--- src/rtl/voice_scheduler_if.sv ---
// rtl/voice_scheduler_if.sv - note event handshake between the MIDI decoder and the voice scheduler
interface voice_scheduler_if #(
  parameter int NOTE_W = 7
);
  logic              note_valid;
  logic              note_ready;
  logic              note_on;
  logic [NOTE_W-1:0] note_num;

  modport master (output note_valid, output note_on, output note_num, input note_ready);
  modport slave  (input note_valid, input note_on, input note_num, output note_ready);
endinterface

--- src/rtl/voice_scheduler.sv ---
// rtl/voice_scheduler.sv - per-voice pipeline sequencer and MIDI note voice allocator
module voice_scheduler #(
  parameter int NUM_VOICES = 16,
  parameter int NOTE_W     = 7
) (
  input  logic               i_clk,
  input  logic               i_reset_n,
  voice_scheduler_if.slave   note_if,
  output logic [7:0]         o_voice_index,
  output logic [1:0]         o_pipeline_state,
  output logic               o_frame_done,
  output logic               o_update_flag,
  output logic               o_update_note_status,
  output logic [7:0]         o_update_voice_index,
  output logic [8:0]         o_active_voices
);

  localparam int IDX_W = (NUM_VOICES > 1) ? $clog2(NUM_VOICES) : 1;
  localparam logic [IDX_W-1:0] LAST_VOICE = IDX_W'(NUM_VOICES - 1);

  typedef enum logic [1:0] {S_IDLE, S_DECIDE, S_ISSUE} alloc_state_t;

  alloc_state_t      state, state_nxt;
  logic [1:0]        phase;
  logic [IDX_W-1:0]  voice_idx;
  logic              ready_en;
  logic              accept;

  logic              ev_on;
  logic [NOTE_W-1:0] ev_num;

  logic [NUM_VOICES-1:0] tbl_valid;
  logic [NOTE_W-1:0]     tbl_note [NUM_VOICES];
  logic [IDX_W-1:0]      steal_ptr;
  logic [8:0]            active_cnt;
  logic [IDX_W-1:0]      upd_idx;
  logic                  upd_status;

  logic              match_hit, free_hit;
  logic [IDX_W-1:0]  match_idx, free_idx;
  logic              dec_issue, dec_alloc, dec_steal, dec_release;
  logic [IDX_W-1:0]  dec_target;

  // Free-running phase/voice sequencer; never stalls for event handling
  always_ff @(posedge i_clk or negedge i_reset_n) begin
    if (!i_reset_n) begin
      phase     <= 2'd0;
      voice_idx <= '0;
    end else begin
      phase <= phase + 2'd1;
      if (phase == 2'd3) begin
        voice_idx <= (voice_idx == LAST_VOICE) ? '0 : voice_idx + IDX_W'(1);
      end
    end
  end

  // Hold off ready for the first cycle after reset release
  always_ff @(posedge i_clk or negedge i_reset_n) begin
    if (!i_reset_n) ready_en <= 1'b0;
    else            ready_en <= 1'b1;
  end

  assign accept = (state == S_IDLE) && ready_en && note_if.note_valid;

  // Capture the accepted note event for the DECIDE cycle
  always_ff @(posedge i_clk or negedge i_reset_n) begin
    if (!i_reset_n) begin
      ev_on  <= 1'b0;
      ev_num <= '0;
    end else if (accept) begin
      ev_on  <= note_if.note_on;
      ev_num <= note_if.note_num;
    end
  end

  // Table search: first valid entry holding the event note, and lowest free entry
  always_comb begin
    match_hit = 1'b0;
    match_idx = '0;
    free_hit  = 1'b0;
    free_idx  = '0;
    for (int i = 0; i < NUM_VOICES; i++) begin
      if (!match_hit && tbl_valid[i] && (tbl_note[i] == ev_num)) begin
        match_hit = 1'b1;
        match_idx = IDX_W'(i);
      end
      if (!free_hit && !tbl_valid[i]) begin
        free_hit = 1'b1;
        free_idx = IDX_W'(i);
      end
    end
  end

  // Allocation decision: retrigger, fresh voice, steal, release, or drop
  always_comb begin
    dec_issue   = 1'b1;
    dec_target  = match_idx;
    dec_alloc   = 1'b0;
    dec_steal   = 1'b0;
    dec_release = 1'b0;
    if (ev_on) begin
      if (!match_hit && free_hit) begin
        dec_target = free_idx;
        dec_alloc  = 1'b1;
      end else if (!match_hit) begin
        dec_target = steal_ptr;
        dec_steal  = 1'b1;
      end
    end else begin
      if (match_hit) dec_release = 1'b1;
      else           dec_issue   = 1'b0;
    end
  end

  // Voice table, steal pointer, active count and update target registers
  always_ff @(posedge i_clk or negedge i_reset_n) begin
    if (!i_reset_n) begin
      tbl_valid  <= '0;
      for (int i = 0; i < NUM_VOICES; i++) tbl_note[i] <= '0;
      steal_ptr  <= '0;
      active_cnt <= 9'd0;
      upd_idx    <= '0;
      upd_status <= 1'b0;
    end else if (state == S_DECIDE) begin
      if (dec_alloc) begin
        tbl_valid[dec_target] <= 1'b1;
        tbl_note[dec_target]  <= ev_num;
        active_cnt            <= active_cnt + 9'd1;
      end
      if (dec_steal) begin
        tbl_note[dec_target] <= ev_num;
        steal_ptr <= (steal_ptr == LAST_VOICE) ? '0 : steal_ptr + IDX_W'(1);
      end
      if (dec_release) begin
        tbl_valid[dec_target] <= 1'b0;
        active_cnt            <= active_cnt - 9'd1;
      end
      if (dec_issue) begin
        upd_idx    <= dec_target;
        upd_status <= ev_on;
      end
    end
  end

  // Allocator state register
  always_ff @(posedge i_clk or negedge i_reset_n) begin
    if (!i_reset_n) state <= S_IDLE;
    else            state <= state_nxt;
  end

  // Allocator next state; the strobe is only released in phase 3 so buffers cleared in phase 2 catch it
  always_comb begin
    state_nxt          = state;
    note_if.note_ready = 1'b0;
    o_update_flag      = 1'b0;
    case (state)
      S_IDLE: begin
        note_if.note_ready = ready_en;
        if (accept) state_nxt = S_DECIDE;
      end
      S_DECIDE: begin
        state_nxt = dec_issue ? S_ISSUE : S_IDLE;
      end
      S_ISSUE: begin
        if (phase == 2'd3) begin
          o_update_flag = 1'b1;
          state_nxt     = S_IDLE;
        end
      end
      default: state_nxt = S_IDLE;
    endcase
  end

  assign o_voice_index        = 8'(voice_idx);
  assign o_pipeline_state     = phase;
  assign o_frame_done         = (phase == 2'd3) && (voice_idx == LAST_VOICE);
  assign o_update_voice_index = 8'(upd_idx);
  assign o_update_note_status = upd_status;
  assign o_active_voices      = active_cnt;

endmodule
--- src/flat_wrapper.sv ---
// flat-port wrapper written by rule: the top's interface ports become plain ports
module voice_scheduler_flat 
#(
  parameter int NUM_VOICES = 16,
  parameter int NOTE_W     = 7
)
  (i_clk, i_reset_n, o_voice_index, o_pipeline_state, o_frame_done, o_update_flag, o_update_note_status, o_update_voice_index, o_active_voices, note_if_note_valid, note_if_note_on, note_if_note_num, note_if_note_ready);
  voice_scheduler_if #(.NOTE_W(NOTE_W)) note_if_i ();
  input  logic i_clk;
  input  logic i_reset_n;
  output logic [7:0] o_voice_index;
  output logic [1:0] o_pipeline_state;
  output logic o_frame_done;
  output logic o_update_flag;
  output logic o_update_note_status;
  output logic [7:0] o_update_voice_index;
  output logic [8:0] o_active_voices;
  input wire logic [$bits(note_if_i.note_valid)-1:0] note_if_note_valid;
  input wire logic [$bits(note_if_i.note_on)-1:0] note_if_note_on;
  input wire logic [$bits(note_if_i.note_num)-1:0] note_if_note_num;
  output wire logic [$bits(note_if_i.note_ready)-1:0] note_if_note_ready;
  assign note_if_i.note_valid = note_if_note_valid;
  assign note_if_i.note_on = note_if_note_on;
  assign note_if_i.note_num = note_if_note_num;
  assign note_if_note_ready = note_if_i.note_ready;
  voice_scheduler #(.NUM_VOICES(NUM_VOICES), .NOTE_W(NOTE_W)) u_core (.i_clk(i_clk), .i_reset_n(i_reset_n), .note_if(note_if_i), .o_voice_index(o_voice_index), .o_pipeline_state(o_pipeline_state), .o_frame_done(o_frame_done), .o_update_flag(o_update_flag), .o_update_note_status(o_update_note_status), .o_update_voice_index(o_update_voice_index), .o_active_voices(o_active_voices));
endmodule
--- config.mk ---
export PLATFORM = sky130hd
export DESIGN_NAME = voice_scheduler_flat
export DESIGN_NICKNAME = d
export VERILOG_FILES = /design/src/rtl/voice_scheduler_if.sv /design/src/rtl/voice_scheduler.sv /design/src/flat_wrapper.sv
export SDC_FILE = /design/constraint.sdc
export NUM_CORES = 1
export LEC_CHECK = 0
export CAP_MARGIN = 20
export CORE_AREA = 2 2 152 154
export CTS_CLUSTER_DIAMETER = 120
export DETAILED_ROUTE_END_ITERATION = 6
export DIE_AREA = 0 0 154 156
export PLACE_DENSITY = 0.57
export SYNTH_ARGS = -nofsm -noshare
export SYNTH_HDL_FRONTEND = slang
export SYNTH_SLANG_ARGS = --single-unit
export TNS_END_PERCENT = 5
--- constraint.sdc ---
create_clock -name i_clk -period 3.48 [get_ports i_clk]
set_input_delay 0.87 -clock i_clk [delete_from_list [all_inputs] [get_ports i_clk]]
set_output_delay 0.87 -clock i_clk [all_outputs]
set_load 0.03 [all_outputs]
* Word level (Yosys, flattened, before mapping)
Cells that the tools add are included.
** Word-level totals
- Bits in registers :: 163
- Latch bits :: 0
- Memory bits (writable) :: 0
- ROM bits :: 0
- Input bits :: 11
- Output and inout bits :: 31
- Word-level logic and storage cells :: 262
- Memories :: 0
** Operators by class
- $add $sub $neg :: 5
- $mul :: 0
- Divide/modulo/power cells :: 0
- Order comparisons :: 4
- Eq/ne operators :: 23
- Shift operators :: 0
- Multiplexer cells :: 96
- Bitwise operators :: 4
- Reductions and logical operators :: 103
** Operators with widths (number)
- $mux W112 :: 3
- $bwmux W112 :: 2
- $eq A7 B7 Y1 :: 16
- $mux W4 :: 21
- $logic_and A1 B1 Y1 :: 52
- $mux W16 :: 3
- $mux W1 :: 46
- $logic_not A1 Y1 :: 45
- $demux W7 S4 :: 1
- $mux W3 :: 8
- $mux W9 :: 2
- $and A16 B16 Y16 :: 1
- $not A16 Y16 :: 1
- $or A16 B16 Y16 :: 1
- $mux W2 :: 7
- $add A9 B1 Y9 const B :: 1
- $sub A9 B1 Y9 const B :: 1
- $add A4 B1 Y4 const B :: 2
- $eq A4 B4 Y1 const B :: 2
- $reduce_and A2 Y1 :: 4
- $mux W7 :: 1
- $pmux W2 S3 :: 1
- $ge A5 B5 Y1 const B :: 1
- $lt A4 B5 Y1 const B :: 1
- other kinds (10) :: 12

* Longest topological paths before layout
Gate-level depths: netlist of run 1.
- Depth after elaboration :: 77
- Gate-level depth with buffers :: 19
- Depth with buffers taken out :: 15

* Least setup slack after synthesis of run 1
OpenSTA, ideal clock, no wires.
- Path kind :: register to register
- From :: register u_core.ev_num[0]
- To :: register u_core.active_cnt[6] (netlist: u_core.o_active_voices[6])
- Setup time :: 80 ps
- Arrival time :: 3430 ps
- Data required time :: 3400 ps
- Setup slack :: -30 ps
- Cell stages (with the launch flop) :: 19
- Path buffers :: 4
- Clock period less this slack :: 3510 ps
- Cell sequence :: dfrtp_1 buf_4 buf_8 buf_4 xor2_1 nor4_1 nand2_1 and4_1 nand4_4 nand2_1 inv_1 buf_1 xor2_1 ha_1 and4_1 a21oi_1 or2_2 a21oi_1 xnor2_1
** Between the ends
- Cells in the longest elaborated chain, start to end :: 69
- Elaborated cells between the ends (all ways) :: 87
- Those cells by class :: eq/ne: 16; mux: 21; reduce/logical: 50
** RTL lines
- from (decl) :: RTL line voice_scheduler.sv:30 : logic [NOTE_W-1:0] ev_num;
- from (signal assigned) :: RTL line voice_scheduler.sv:72 : ev_num <= note_if.note_num;
- $eq A7 B7 Y1 :: RTL line voice_scheduler.sv:83 : if (!match_hit && tbl_valid[i] && (tbl_note[i] == ev_num)) begin
- $logic_and A1 B1 Y1 :: RTL line voice_scheduler.sv:83
- $mux W1 :: RTL line voice_scheduler.sv:83
- $logic_not A1 Y1 :: RTL line voice_scheduler.sv:83
- $logic_and A1 B1 Y1 (2 in series) :: RTL line voice_scheduler.sv:83
- $mux W1 :: RTL line voice_scheduler.sv:83
- $logic_not A1 Y1 :: RTL line voice_scheduler.sv:83
- $logic_and A1 B1 Y1 (2 in series) :: RTL line voice_scheduler.sv:83
- [50 not listed]
- $logic_and A1 B1 Y1 (2 in series) :: RTL line voice_scheduler.sv:83
- $mux W1 (*) :: RTL line voice_scheduler.sv:83
- $logic_not A1 Y1 :: RTL line voice_scheduler.sv:102 : if (!match_hit && free_hit) begin
- $logic_and A1 B1 Y1 :: RTL line voice_scheduler.sv:102
- $mux W1 :: RTL line voice_scheduler.sv:102
- $mux W1 :: RTL line voice_scheduler.sv:101 : if (ev_on) begin
- $reduce_bool A2 Y1 (no source line)
- $reduce_and A2 Y1 (no source line)
- to (signal assigned) :: RTL line voice_scheduler.sv:128 : active_cnt <= active_cnt + 9'd1;
- to (signal assigned) :: RTL line voice_scheduler.sv:136 : active_cnt <= active_cnt - 9'd1;
- to (decl) :: RTL line voice_scheduler.sv:35 : logic [8:0] active_cnt;
Mark *: on every way between the ends. The rest lies on a longest branch, timed or not.
A chain may end at the register's enable or synchronous reset.

* Worst setup path after layout of run 1
- From :: register u_core.ev_num[1]
- To :: register u_core.tbl_note[71] (netlist bit)
** Between the ends
- Cells in the longest elaborated chain, start to end :: 77
- Elaborated cells between the ends (all ways) :: 114
- Those cells by class :: order compare: 2; eq/ne: 16; mux: 46; bitwise: 1; reduce/logical: 49
** RTL lines
- $eq A7 B7 Y1 :: RTL line voice_scheduler.sv:83
- $logic_and A1 B1 Y1 :: RTL line voice_scheduler.sv:83
- $mux W1 :: RTL line voice_scheduler.sv:83
- $logic_not A1 Y1 :: RTL line voice_scheduler.sv:83
- $logic_and A1 B1 Y1 (2 in series) :: RTL line voice_scheduler.sv:83
- $mux W1 :: RTL line voice_scheduler.sv:83
- $logic_not A1 Y1 :: RTL line voice_scheduler.sv:83
- $logic_and A1 B1 Y1 (2 in series) :: RTL line voice_scheduler.sv:83
- [59 not listed]
- $logic_and A1 B1 Y1 (not written as such) :: RTL line voice_scheduler.sv:127, voice_scheduler.sv:131
- $mux W7 (not written as such) :: RTL line voice_scheduler.sv:127, voice_scheduler.sv:131
- $demux W7 S4 :: RTL line voice_scheduler.sv:127, voice_scheduler.sv:131
- $bwmux W112 :: RTL line voice_scheduler.sv:127 : tbl_note[dec_target] <= ev_num;
- $mux W112 :: RTL line voice_scheduler.sv:125 : if (dec_alloc) begin
- $mux W112 :: RTL line voice_scheduler.sv:124 : end else if (state == S_DECIDE) begin
- $bwmux W112 :: RTL line voice_scheduler.sv:131 : tbl_note[dec_target] <= ev_num;
- $mux W112 (*) :: RTL line voice_scheduler.sv:130 : if (dec_steal) begin
- to (signal, indexed assignment) :: RTL line voice_scheduler.sv:127
- to (signal, indexed assignment) :: RTL line voice_scheduler.sv:131
- to (decl) :: RTL line voice_scheduler.sv:33 : logic [NOTE_W-1:0] tbl_note [NUM_VOICES];
Mark *: on every way between the ends. The rest lies on a longest branch, timed or not. The select of a mux whose other input is x is not followed.

==> results of run 1 <==
-- through the flow --
| step | power (mW) | instances | setup WS, ps |
|---|---|---|---|
| 6_report | 6.579 | 1143 | 58.88 |
| 5_1_grt | 6.949 | 1143 | -81.59 |
| 4_1_cts | 6.576 | 1133 | -16.55 |
| 3_5_place_dp | 4.595 | 1099 | -232.8 |
| 3_3_place_gp | 4.553 | 1099 | -191.9 |
| 2_1_floorplan | 3.807 | 748 | 77.74 |
-- worst max path at each step --
stage                           endpoint  slack [ps]  cells past startpoint
6_report             u_core.tbl_note[71]          60                     13
3_5_place_dp         u_core.tbl_note[86]        -230                     10
3_3_place_gp        u_core.tbl_note[101]        -190                     11
4_1_cts              u_core.tbl_note[34]         -20                     13
5_1_grt        u_core.o_active_voices[8]         -80                     17
2_1_floorplan  u_core.o_active_voices[8]          80                     19
-- power groups by stage --
stage,combinational [mW],sequential [mW],clock [mW]
6_report,2.29,2.36,1.94
5_1_grt,2.48,2.39,2.08
4_1_cts,2.24,2.35,1.99
3_5_place_dp,2.21,2.39,0
3_3_place_gp,2.18,2.37,0
2_1_floorplan,1.41,2.39,0
-- what timing repair did --
action                                  CTS  global route
hold buffers                              0             0
pin swaps                                 6            17
endpoints found under the setup margin  117           113
buffers inserted                          2            10
resized for setup                        13            30
gates cloned                              0             0
-- layout by cell type, fill, tap and decap left out, types with 4 or more instances in the layout --
cell type          n
buf_4             75
buf_12            15
buf_6              6
nand2_1           29
mux2_2           100
dfrtp_1          162
nor3_4             4
a21oi_1           27
nand2_2            5
a31oi_1            8
xnor2_1           70
conb_1             9
inv_1              9
nor4_2             5
nand4_1           30
nor4_4             4
clkdlybuf4s50_1   32
and3_1             4
nand3_1            5
clkbuf_16         17
o21ai_1            5
nor4_1             5
a2bb2oi_1          5
nor3_1             6
xor2_1            54
o21ai_0           19
inv_6              4
and4_1             5
mux2_4            21
nor2_1            29
-- cells in the mapped netlist, types with 3 or more instances --
cell,number
dfrtp_1,163
mux2_2,100
xnor2_1,70
xor2_1,54
nand2_1,34
nand4_1,30
a21oi_1,29
nor2_1,29
o21ai_0,22
mux2_4,21
buf_4,19
clkbuf_1,11
buf_2,10
inv_1,10
nor4_1,10
and4_1,9
a31oi_1,8
buf_6,6
nor3_1,6
a2bb2oi_1,5
and3_1,5
ha_1,5
nand3_1,5
and2_1,4
nor4_4,4
a211oi_1,3
buf_8,3
nand2_8,3
nand2b_1,3
nand3b_1,3
nor2b_1,3
nor3_4,3
nor3b_1,3
or3_1,3
-- cells by family after synthesis --
| logic type | synth area share, % |
|---|---|
| fa+ha+maj | 0.7096 |
| other cells | 0.08519 |
| simple gates | 12.62 |
| compound gates | 6.898 |
| mux | 16.70 |
| flops | 46.27 |
| xor+xnor | 12.32 |
| buf+inv | 4.400 |
-- sequential cells by signal (all words and copies together), names as in the netlist --
register and count:
u_core.o_pipeline_state 2, u_core.voice_idx 4, u_core.steal_ptr 4, u_core.o_active_voices 9, u_core.upd_idx 4, u_core.tbl_note 112, u_core.state 2, u_core.tbl_valid 16
u_core.ev_on 1, u_core.o_update_note_status 1, u_core.ev_num 7, u_core.ready_en 1
-- metal layers --
metal | vias to the layer above | wire (um)
met3 | 22 | 705
met5 | - | 0
met4 | 0 | 377
met2 | 123 | 9959
li1 | 2836 | -
met1 | 2995 | 9653
-- cell type report --
class / instances / area share [%]
multi-input cells: 525 / 41.49
well taps: 285 / 3.293
inverters: 10 / 0.3466
clock inverters: 12 / 1.329
repair buffers: 128 / 11.55
clock buffers: 20 / 4.310
flip-flops and latches: 163 / 37.68
==> metrics.txt, run 1 <==
initial antenna violation count=0; clock root cell=clkbuf_16; DRT Wirelength=between 20 and 25 mm; ant diodes=0; CTS tree=yes; routing usage on met3=roughly 3.0%; Post-synth EDFFs=0; # DRC=0; Max Fclk=between 0.2 and 0.3 GHz; post-route setup TNS=0 ps; CP max stage cell=dfrtp_2; Core ar.=approximately 22000 um^2; Final Max Slew Viols=0; final clock skew=a little over 9 ps; initial core utilization=approximately two fifths; synthesized netlist cell count=741; CTS Sinks=between 150 and 200; RSZ-0062 raised after global routing=yes; Post-layout nets=between 800 and 900; Worst setup EP type=flop; synth-to-layout area growth=22.84%; Worst EP arrival=~3700 ps; WP data required=roughly 3800 ps; async set-reset flop share out of synthesis=100.0%; synthesized area=slightly below 9000 um^2; clk_lat worst skew=430 ps; maximum VDD drop=between 300 and 400 uV; Num CTS Buffers=17; gr ovfl total=0; global route hottest layer=met2; type of the most critical hold path=input port to async pin; Finished Cell Area=10830 um^2; Synth Register Bits=~160; routed vias/inst=approximately 5.2; CP max FO=10; Fillers=between 1500 and 2000; crit path kind=flop to flop; I/O Buffers=33; Syn Area/Cell=around 12 um^2; Critical Path, Cell by Cell=buf_4 -> xor2_1 -> nor4_1 -> buf_4 -> and4_4 -> a211oi_2 -> o31a_1 -> a311oi_4 -> o31ai_2 -> buf_4 -> nor3_4 -> buf_12 -> mux2_2; largest net degree at the start of global routing=70; floorplan row count=55; reg2reg path depth=13; first-pass iteration count of the detailed router=5; critical path's top delay family=compound AO/OA/AOI/OAI gates; Reg clk slew, reported paths=approximately 70 ps; Yosys top cell by area=dfrtp_1; Worst Setup SP=u_core.ev_num[1]; Longest Clk Path Bufs=2; Max Cap Viol=0; Final Util=around half; Netlist cell types=a little under 70; die height=roughly 160 um; switching share of power=34.06%; share of layout cells above drive strength 1=35.20%; RR Endpoint=u_core.tbl_note[71]; Total GRT Usage=a little under a fifth; FF+latch area=slightly above 4000 um^2; FF-to-FF Start=u_core.ev_num[1]; fin crit share=about 98%; vias in the first global route=approximately 6100; proportion of power drawn by the clock network=29.4%; Die X-Extent=between 150 and 200 um; Synth top area share=around 46%; status=finished clean; final worst path period need=~3400 ps; worst-case hold slack=416.5 ps; global-route wire length before repair=33.91 mm; WP buf/inv=4; CTS H-tree lvls=4; gpl congestion=between 0.9 and 1; slowest stage delay, CP=510 ps; switching power summed over all nets=about 2.2 mW; met1 Track Usage GR=25.00%; P_int=approximately 4.3 mW; post-route ant nets=0; crit-path most repeated cell=buf_4; ys flop type=dfrtp_1; M2 GR Usage=slightly below 30%; top cells by area, synth=dfrtp_1 (46%), mux2_2 (13%), xnor2_1 (7.0%), xor2_1 (5.4%), mux2_4 (3.6%); Worst R2R Setup Slack=60 ps; multi-input gate area in the final layout=4493 um^2; synth warn=0; I/O Pins=42; Post-DP Area=about 10000 um^2; Setup crit start kind=flop; final setup vio count=0; Worst Max-Slew Pin Slew=about 680 ps; Static Leak=~4.9 nW; DRT iter0 DRCs=317; Logic pwr share=a little over a third; DIE AREA=between 20000 and 25000 um^2; WL per Instance=18.11 um; Vias=5976; Rel. slew slack=between 50 and 60%; Flop pwr share=35.8%; DP HPWL=roughly 15 mm; Final Hold Vio Count=0; Seq/Total Area, Yosys=a little under half; PwrDens=between 600 and 700 nW/um^2
Power figures use the tool's default switching activity.
==> inputs of run 2 (changes only) <==
--- a/config.mk
+++ b/config.mk
@@ -10,7 +10,7 @@
 export CTS_CLUSTER_DIAMETER = 120
 export DETAILED_ROUTE_END_ITERATION = 6
 export DIE_AREA = 0 0 154 156
-export PLACE_DENSITY = 0.57
+export PLACE_DENSITY = 0.55
 export SYNTH_ARGS = -nofsm -noshare
 export SYNTH_HDL_FRONTEND = slang
 export SYNTH_SLANG_ARGS = --single-unit
==> constraint.sdc (replaced) <==
create_clock -name i_clk -period 3.94 [get_ports i_clk]
set_input_delay 0.985 -clock i_clk [delete_from_list [all_inputs] [get_ports i_clk]]
set_output_delay 0.985 -clock i_clk [all_outputs]
set_load 0.03 [all_outputs]
==> run 2 against run 1 <==
Net effect:
- sequential cell count unchanged
- clock-buffer cell count unchanged
- final cell count down 6.1%
- sequential power decreased by 12%
- highest routed layer unchanged
- critical endpoint is now u_core.tbl_note[107]
- via count is 5.0% lower
- worst setup slack gained 270 ps
- die area is the same
- largest power group unchanged
==> metrics.txt, run 2 (synthesis results as in run 1) <==
Core ar.=22370 um^2 (unchanged); first-pass iteration count of the detailed router=4 (was 5); DRT iter0 DRCs=276 (was 317); DRT Wirelength=20.22 mm (was 20.70 mm); CP max FO=32 (was 10); synth-to-layout area growth=14.85% (was 22.84%); CTS H-tree lvls=4 (unchanged); I/O Pins=42 (unchanged); RSZ-0062 raised after global routing=no (was yes); Setup crit end=u_core.tbl_note[107] (was u_core.tbl_note[71]); die height=156 um (unchanged); Rel. slew slack=51.65% (was 54.78%); Worst EP arrival=3930 ps (was 3730 ps); # DRC=0 (unchanged); reg2reg path depth=10 (was 13); CP max stage cell=and3_1 (was dfrtp_2); Max Cap Viol=0 (unchanged); Max Fclk=0.2766 GHz (was 0.2923 GHz); maximum VDD drop=226.7 uV (was 372.9 uV); Final Hold Vio Count=0 (unchanged); Vias=5678 (was 5976); fin crit share=91.75% (was 98.31%); PwrDens=554.0 nW/um^2 (was 607.6 nW/um^2); Die X-Extent=154 um (unchanged); gpl congestion=0.8586 (was 0.9147); slowest stage delay, CP=520 ps (was 510 ps); initial antenna violation count=0 (unchanged); Worst Max-Slew Pin Slew=721.3 ps (was 678.4 ps); Worst Setup SP=u_core.ev_num[5] (was u_core.ev_num[1]); vias in the first global route=5960 (was 6125); RR Endpoint=u_core.tbl_note[107] (was u_core.tbl_note[71]); Critical Path, Cell by Cell=buf_12 -> xor2_1 -> nor4_1 -> and4_1 -> or4_1 -> o21ai_0 -> a21oi_2 -> and3_1 -> nand2_1 -> mux2_2 (was buf_4 -> xor2_1 -> nor4_1 -> buf_4 -> and4_4 -> a211oi_2 -> o31a_1 -> a311oi_4 -> o31ai_2 -> buf_4 -> nor3_4 -> buf_12 -> mux2_2); DP HPWL=14.62 mm (was 15.21 mm); final clock skew=11.35 ps (was 9.244 ps); DIE AREA=24020 um^2 (unchanged); Setup crit start kind=flop (unchanged); global-route wire length before repair=33.23 mm (was 33.91 mm); Reg clk slew, reported paths=70 ps (about the same); Static Leak=4.543 nW (was 4.933 nW); Largest Register=u_core.tbl_note (unchanged); Num CTS Buffers=17 (unchanged); Longest Clk Path Bufs=2 (unchanged); floorplan row count=55 (unchanged); crit path kind=flop to flop (unchanged); final worst path period need=3615 ps (was 3421 ps); CTS Sinks=163 (unchanged); ant diodes=0 (unchanged); critical path's top delay family=simple AND/OR/NAND/NOR gates (was compound AO/OA/AOI/OAI gates); Post-layout nets=792 (was 861); I/O Buffers=33 (unchanged); Worst setup EP type=flop (unchanged); final setup vio count=0 (unchanged); most frequent cells in the layout=dfrtp_1 (163), mux2_2 (100), xnor2_1 (70) (was dfrtp_1 (162), mux2_2 (100), buf_4 (75)); largest net degree at the start of global routing=58 (was 70); gr ovfl total=0 (unchanged); Total GRT Usage=17.84% (was 18.18%); WP buf/inv=1 (was 4); routed vias/inst=5.292 (was 5.228); initial core utilization=39.42% (unchanged); worst-case hold slack=452.1 ps (was 416.5 ps); Power, Total=5.609 mW (was 6.579 mW); clk_lat worst skew=430 ps (about the same); Final Max Slew Viols=0 (unchanged); CP Depth=10 (was 13); Worst R2R Setup Slack=330 ps (was 60 ps); post-route ant nets=0 (unchanged); WL per Instance=18.84 um (was 18.11 um); most common cell after layout, fill and taps aside=dfrtp_1 (unchanged); max FFs per register=112 (unchanged); clock root cell=clkbuf_16 (unchanged); FF-to-FF Start=u_core.ev_num[5] (was u_core.ev_num[1]); WP data required=4250 ps (was 3790 ps); post-route setup TNS=0 ps (unchanged); CTS tree=yes (unchanged); type of the most critical hold path=flop to flop (was input port to async pin); share of layout cells above drive strength 1=26.14% (was 35.20%); status=finished clean (unchanged)
run 2: per-layer routing:
| layer | global-route usage (%) | up-vias | wire length [um] |
|---|---|---|---|
| met3 | 3.528 | 22 | 668 |
| met1 | 24.06 | 2863 | 9654 |
| li1 | - | 2684 | - |
| met4 | 5.251 | 0 | 309 |
| met5 | 0 | - | 0 |
| met2 | 29.25 | 109 | 9585 |
run 2: worst min-delay path by stage:
stage	depth (start not counted)	end	start	slack (ps)
after global placement	1	u_core.o_pipeline_state[0]	u_core.o_pipeline_state[0]	430
after CTS	1	u_core.o_pipeline_state[0]	u_core.o_pipeline_state[0]	460
after detailed placement	1	u_core.o_pipeline_state[0]	u_core.o_pipeline_state[0]	450
final	1	u_core.o_pipeline_state[0]	u_core.o_pipeline_state[0]	450
after global routing	1	u_core.o_pipeline_state[0]	u_core.o_pipeline_state[0]	470
after floorplan	1	u_core.tbl_note[70]	u_core.tbl_note[70]	480
run 2: timing repair:
action                                  CTS  global route
hold endpoints to repair                  0             0
resized for setup                         0             4
endpoints found under the setup margin    0             2
setup buffers                             0             0
hold buffers                              0             0
run 2: report_power, final:
group	internal, mW	switching, mW	leakage [nW]	total (mW)
Clock	1.10	0.687	0.303	1.78
Sequential	1.87	0.211	2.20	2.08
Combinational	0.767	0.981	2.03	1.75
Total	3.73	1.88	4.54	5.61
run 2: per-stage QoR:
stage | utilization, % | instance area [um^2] | setup WS [ps] | cells
after floorplan | - | 8842 | 429.9 | 748
after global placement | 42.37 | 9475 | 308.2 | 1042
after detailed placement | 42.37 | 9475 | 240.7 | 1042
after CTS | 45.19 | 10110 | 223.1 | 1073
after global routing | 45.27 | 10120 | 43.25 | 1073
final | 45.27 | 10120 | 325.2 | 1073
run 2: cell type report:
class,instances,area [um^2]
Fill cell,2004,12240
Sequential cell,163,4079
Tap cell,285,356.6
Timing Repair Buffer,59,626.9
Inverter,10,37.54
Multi-Input combinational cell,525,4393
Clock inverter,11,175.2
Clock buffer,20,456.7
